## src/rtl/writeback_arbiter.sv

```systemverilog
// Writeback arbiter: merges single-cycle ALU results with FIFO-buffered load
// results onto the single register-file write port, with an age limit that
// forces the oldest load through, plus pending-write lookups for decode.
module writeback_arbiter #(
    parameter int unsigned DEPTH    = 2,
    parameter int unsigned MAX_WAIT = 4
) (
    input  logic        clk,
    input  logic        reset,

    input  logic        aluValid,
    input  logic [4:0]  aluReg,
    input  logic [31:0] aluData,
    output logic        aluStall,

    input  logic        loadValid,
    input  logic [4:0]  loadReg,
    input  logic [31:0] loadData,
    output logic        loadReady,

    output logic [31:0] writeData,
    output logic [4:0]  writeReg,
    output logic        writeEnable,

    input  logic [4:0]  queryReg1,
    input  logic [4:0]  queryReg2,
    output logic        queryHit1,
    output logic        queryHit2
);

    localparam int unsigned REG_W  = 5;
    localparam int unsigned DATA_W = 32;
    localparam int unsigned WAIT_W = 4;
    localparam int unsigned CNT_W  = $clog2(DEPTH + 1);
    localparam int unsigned PTR_W  = $clog2(DEPTH);

    typedef struct packed {
        logic [REG_W-1:0]  rd;
        logic [DATA_W-1:0] data;
    } loadEntryT;

    loadEntryT          fifo [DEPTH];
    logic [CNT_W-1:0]   count;
    logic [CNT_W-1:0]   countNext;
    logic [WAIT_W-1:0]  waitCount;
    logic [PTR_W-1:0]   pushIdx;
    logic               push;
    logic               pop;
    logic               aluTake;
    logic               hit1;
    logic               hit2;

    // Handshake and arbitration decisions for this cycle
    assign loadReady = !reset && (count < CNT_W'(DEPTH));
    assign aluStall  = !reset && (count != '0) && (waitCount >= WAIT_W'(MAX_WAIT));
    assign push      = loadValid && loadReady;
    assign aluTake   = aluValid && !aluStall;
    assign pop       = !aluTake && (count != '0);
    assign countNext = count + CNT_W'(push) - CNT_W'(pop);
    // A simultaneous pop shifts everything down one slot before the new entry lands
    assign pushIdx   = pop ? PTR_W'(count - CNT_W'(1)) : PTR_W'(count);

    // Shift-register FIFO storage; slot 0 is always the head
    always_ff @(posedge clk) begin
        if (pop) begin
            for (int i = 0; i < int'(DEPTH) - 1; i++) begin
                fifo[i] <= fifo[i + 1];
            end
        end
        if (push) begin
            fifo[pushIdx] <= {loadReg, loadData};
        end
    end

    // Write-port registers, occupancy and head-age tracking
    always_ff @(posedge clk) begin
        if (reset) begin
            writeEnable <= 1'b0;
            writeReg    <= '0;
            writeData   <= '0;
            count       <= '0;
            waitCount   <= '0;
        end else begin
            count <= countNext;

            if (aluTake) begin
                writeEnable <= (aluReg != '0);
                writeReg    <= aluReg;
                writeData   <= (aluReg != '0) ? aluData : '0;
            end else if (pop) begin
                writeEnable <= (fifo[0].rd != '0);
                writeReg    <= fifo[0].rd;
                writeData   <= (fifo[0].rd != '0) ? fifo[0].data : '0;
            end else begin
                writeEnable <= 1'b0;
            end

            if ((countNext == '0) || pop) begin
                waitCount <= '0;
            end else if (aluTake && (count != '0) && (waitCount != '1)) begin
                waitCount <= waitCount + WAIT_W'(1);
            end
        end
    end

    // Pending-write lookup against buffered loads and the write in flight
    always_comb begin
        hit1 = 1'b0;
        hit2 = 1'b0;
        for (int i = 0; i < int'(DEPTH); i++) begin
            if (CNT_W'(i) < count) begin
                if (fifo[i].rd == queryReg1) hit1 = 1'b1;
                if (fifo[i].rd == queryReg2) hit2 = 1'b1;
            end
        end
        if (writeEnable && (writeReg == queryReg1)) hit1 = 1'b1;
        if (writeEnable && (writeReg == queryReg2)) hit2 = 1'b1;
        queryHit1 = !reset && (queryReg1 != '0) && hit1;
        queryHit2 = !reset && (queryReg2 != '0) && hit2;
    end

endmodule

```

## config.mk

```make
export PLATFORM = sky130hd
export DESIGN_NAME = writeback_arbiter
export DESIGN_NICKNAME = d
export VERILOG_FILES = /design/src/rtl/writeback_arbiter.sv
export SDC_FILE = /design/constraint.sdc
export NUM_CORES = 1
export LEC_CHECK = 0
export BUFFER_PORTS_ARGS = -buffer_cell sky130_fd_sc_hd__buf_2
export CORE_MARGIN = 1
export CORE_UTILIZATION = 50
export DETAILED_ROUTE_END_ITERATION = 8
export GPL_TIMING_DRIVEN = 0
export PLACE_DENSITY = 0.82
export SLEW_MARGIN = 20
export SYNTH_ARGS = -nofsm -noshare
export SYNTH_HDL_FRONTEND = slang
export SYNTH_SLANG_ARGS = --single-unit
export TNS_END_PERCENT = 10
```

## constraint.sdc

```tcl
create_clock -name clk -period 4 [get_ports clk]
set_clock_uncertainty 0.2 [all_clocks]
set_input_delay 0.6 -clock clk [delete_from_list [all_inputs] [get_ports clk]]
set_output_delay 0.6 -clock clk [all_outputs]
set_load 0.03 [all_outputs]
```

After elaboration in Yosys (flattened, before gate mapping) --
Memory sizes are Yosys's and may differ from the RTL's. Cells that the tools add are included. W data, S select, Z words.
Storage, ports and cells: memory bits (writable) 74, output and inout bits 42, register bits after elaboration 44, word-level logic and storage cells 70, memories kept 1
Operators by class: magnitude comparators 4, multiplexer cells 23, equal/unequal tests 7, add/sub/neg operators 4, reduce and logical (&&, ||, !) cells 26
Memories:
- fifo | words 2, bits a word 37, read ports 2, clocked after Yosys merged registers in 0, write ports 2, RTL line 42 | loadEntryT fifo [DEPTH];
Operator list (number):
- $mux W32 | 4
- $eq A5 B5 Y1 | 6
- $reduce_bool A5 Y1 | 4
- $mux W1 | 17
- $logic_and A1 B1 Y1 | 14
- $mux W5 | 2
- $add A4 B1 Y4 const B | 1
- $ge A4 B3 Y1 const B | 1
- $lt A1 B2 Y1 const A | 2
- $ne A4 B4 Y1 const B | 1
- $reduce_bool A2 Y1 | 2
- $logic_not A1 Y1 | 3
- $add A2 B1 Y2 | 1
- $logic_not A2 Y1 | 1
- $lt A2 B2 Y1 const B | 1
- $reduce_or A2 Y1 | 1
- $sub A2 B1 Y2 | 1
- $logic_or A1 B1 Y1 | 1
- $sub A1 B1 Y1 const B | 1

Longest topological paths before layout --
depth after elaboration 11, gate-level depth with buffers 10, depth with buffers taken out 9

Least setup slack after synthesis --
No wires, ideal clock.
path type input to register, start point in reset, end point mem fifo[1][0] in the netlist's numbering (enable), stages 4, data required time 3369 ps, slack 361 ps, library setup time 431 ps, data arrival time 3008 ps, path through buf_2 > nor2_1 > nand2_1 > nor2_1
RTL lines:
- from (decl) | RTL line 9 | input logic reset,
- to (decl) | RTL line 42

Final worst setup path --
start point reg count[1], end point out queryHit1
On the way: word-level cells in the longest chain between the ends 6, elaborated cells on any way between the ends 7, those cells by class 2 x order compare; 4 x mux; 1 x reduce/logical
Ends and longest elaborated chain:
- from (decl) | RTL line 43 | logic [CNT_W-1:0] count;
- from (signal assigned) | RTL line 84 | count <= countNext;
- $lt A1 B2 Y1 | RTL line 111 | if (CNT_W'(i) < count) begin
- $mux W1 | RTL line 111
- $mux W1 | RTL line 112 | if (fifo[i].rd == queryReg1) hit1 = 1'b1;
- $mux W1 * | RTL line 111
- $mux W1 * | RTL line 116 | if (writeEnable && (writeReg == queryReg1)) hit1 = 1'b1;
- $logic_and A1 B1 Y1 * | RTL line 118 | queryHit1 = !reset && (queryReg1 != '0) && hit1;
- to (decl) | RTL line 27 | output logic queryHit1,
Every way passes the cells marked *; elsewhere a longest branch is shown, timed or not.

==> impl.org <==
** Clocking
- Clock tree from TritonCTS :: yes
- In this run the number of H-tree levels came out at 4.
- After clock tree synthesis, the clock-pin slew on the worst setup and hold paths is about 60 ps.
- Post-CTS repair changed the size of 0 cells.
- Deepest clock path buffer count :: 2
- Sink Count :: ~120
- Count of hold buffers inserted by post-cts repair :: 0
- CTS Root Buffer Type :: clkbuf_8
- Source-to-sink clock delay at the later pin of the worst-skew pair :: 510 ps
- TritonCTS created 17 clock buffers.
- Post-CTS Setup Repair Bufs :: 0

** Floorplan
- The initial utilization of the core area, before any placement, comes to ~52%.
- The die covers 0.0108 mm2.
- Core region area :: 0.00991 mm2
- For this design the top-level I/O count stands at 130.
- Row Count :: 36
- Measured along the x axis, the die boundary spans ~100 um.
- Die boundary height :: 104 um

** Drt
- After detailed routing, the average wire length per cell comes to 18.7 um.
- Number of nets still failing antenna checks after routing :: 0
- Summed over all layers, the routed wires come to ~13 mm.
- The first detailed-routing pass took 5 iterations.
- 1st-iter DRT viols :: 261
- In the routed design, unresolved DRC markers number 0.
- Number of vias in the routed layout :: 4,120
- In the routed layout, each cell is associated on average with a via count of 5.72.

** Global routing
- The initial antenna violation count was 0.
- Global routing's busiest layer :: met2
- Global routing finished with a remaining overflow of 0.
- GR Layer Usage met3 :: 5.73%
- Maximum number of pins on one net before global-route repair :: 38
- For this run, global-route usage on met1 was measured as 30.1%.
- Global routing used 25.7% of the available tracks across all layers.
- Global routing consumed, on the met2 layer, between 40% and 50% of the routing resources.
- Number of global-route vias before repair :: 4,166
- Wire length of the first global-routing pass :: 21.2 mm

** Final layout
- The repair_antennas step left the layout with diodes totalling 0.
- Final core utilization :: 66.8%
- Of the cells placed in the final design, the portion with a size suffix greater than 1 is 33.6%.
- Area grow syn2layout :: 27.9%
- Total number of nets in the final design :: around 670

** Synthesis
- For this run, the register share of the synthesized area comes to around 60%.
- In this run, synthesis inferred 74 flip-flops with an integrated enable.
- Synthesis-stage register bit count :: between 100 and 150
- Cells after synthesis :: 426
- Counting flops with an async set or reset pin after synthesis yields a share of 0%.
- In the synthesized netlist the dominant register cell turns out to be edfxtp_1.
- Dividing the synthesized area by the synthesized cell count gives around 12 um2.
- Yosys warnings :: 0
- Nets in the synthesized netlist :: 517
- Yosys cell types :: 37
- Area of the mapped netlist :: 0.00517 mm2

** Power
- The design draws 4.04 mW.
- VDD sags by at most around 360 uV.
- Summed over all cells, the static leakage comes to 2.65 nW.
- Dividing total power by cell area gives a power density of between 600 and 700 mW/mm2.

** Setup path
- The critical path is of the reg2out type.
- For the worst setup path, the data arrival time is 2120 ps.
- Reg2reg end :: fifo[0][3]
- Slack of the worst reg-to-reg path :: roughly 1300 ps
- Along the worst path, the maximum fanout reaches 10.
- Required time of the critical path :: 3200 ps
- Crit Reg-Reg Startpoint :: count[1]
- In this run the worst setup path begins at count[1].
- Critical Path End :: queryHit1
- Worst Reg-to-Reg Cells :: 6
- STA classifies the critical path endpoint as a primary output.
- Critical path startpoint category :: flip-flop

** Timing
- Setup violations remaining at the end of the flow were counted as 0.
- RSZ-0062 raised after global routing :: false
- Based on the critical path, the design can be clocked at up to 342 MHz.
- At the pin with the least slew margin, the transition time is just over 900 ps.
- For the finished layout, the period the worst path requires is 2920 ps.
- Number of max-slew violations in the final report :: 0
- Max-slew headroom at the worst pin :: 37.9%
- Final period utilization :: 73.0%
- The final number of hold-violating endpoints was 0.

** Job
- Across the run, the number of max-cap violations was 0.

** Placement
- Detailed placement finished with a half-perimeter wire length of between 9 and 10 mm.
- Port buffering added 128 buffers.
- At the end of routability-driven placement, the weighted congestion stood at just over 0.9.

** Worst hold path
- Worst min-delay path category :: in2reg

** Run status
- Outcome :: finished, final reports clean
## state kept, by name (all words and copies together), names as in the netlist
signal       flops
writeData       32
writeEnable      1
writeReg         5
fifo            74
waitCount        4
count            2
## worst max-delay path, cell delays in order (launching register included)
cell and delay (ps):
dfxtp_1 470, or2_2 160, clkbuf_1 310, nand3_1 110, a311oi_1 310, buf_2 250
## cell usage in the layout (no fill, tap or decap), drive strengths merged, types with 2 or more instances in the layout
cell	instances
buf	145
ha	3
xor2	25
a31oi	6
a311oi	35
nor3	2
mux2	37
nor2b	2
or2	2
nor2	47
xnor2	6
o21bai	2
or4	2
bufinv	4
edfxtp	74
nand3	77
dfxtp	44
a21oi	2
clkinv	7
clkinvlp	3
nor4	6
clkbuf	33
nand2	14
## metal layers
layer / share of wire (%) / wire length, um
met5: 0 / 0
met4: 1.7 / 226
met3: 6.9 / 929
met2: 52 / 6990
met1: 39 / 5300
## final cells by class
class                      count  area [um2]
timing repair buffer         129         668
sequential                   118        3100
buffer                        31         168
clock buffer                  18         418
inverter                       1        3.75
multi-input combinational    276        1900
clock inverter                14         184
fill                         767        3290
tap                          133         166
## Yosys cell counts, types with 2 or more instances
cell type	count	area, um2
nor4_1	6	37.5
nor2_1	46	173
buf_1	4	15.0
xnor2_1	6	52.6
a31oi_1	6	37.5
or4_1	2	15.0
ha_1	3	37.5
clkbuf_1	15	56.3
nand2_1	14	52.6
a311oi_1	35	307
buf_2	5	25.0
dfxtp_1	44	881
or2_2	2	12.5
mux2_1	19	214
nand3_1	77	385
buf_8	2	30.0
nor3_1	2	10.0
buf_4	4	30.0
mux2_2	18	203
edfxtp_1	74	2220
nor2b_1	2	12.5
xor2_1	25	219
## worst min-delay path by stage
stage / from / slack (ps) / endpoint / cells past startpoint
after floorplan: waitCount[1] / 290 / waitCount[1] / 2
final: loadData[15] / 70 / fifo[1][15] / 1
after global routing: loadData[11] / 60 / fifo[1][11] / 1
after global placement: writeData[31] / 290 / writeData[31] / 2
after detailed placement: writeData[6] / 290 / writeData[6] / 2
after CTS: loadData[15] / 60 / fifo[1][15] / 1
## logic make-up after synthesis
kind of cell	after synthesis	share of synthesized area [%]
adder cells (fa/ha/maj)	3	0.726
multiplexers	38	8.25
flip-flops	118	60.0
AND/OR/NAND/NOR	154	13.9
XOR/XNOR	32	5.69
buffers and inverters	32	3.31
AO/OA/AOI/OAI	49	8.15
## through the flow
step           cell area, um2  TNS [ps]  instances  setup slack (ps)  hold WS [ps]
6_report                 6620         0        720              1080          70.1
5_1_grt                  6620         0        720               961          57.1
4_1_cts                  6620         0        720              1090          61.3
3_5_place_dp             6010         0        688               881           291
3_3_place_gp             5980    -24380        687              -661           286
2_1_floorplan            5170         0        426               361           291
## where the power goes
group,internal [mW],switching (mW)
Sequential,1.51,0.108
Combinational,0.303,0.582
Clock,1.00,0.533
(Power assumes the default switching activity.)
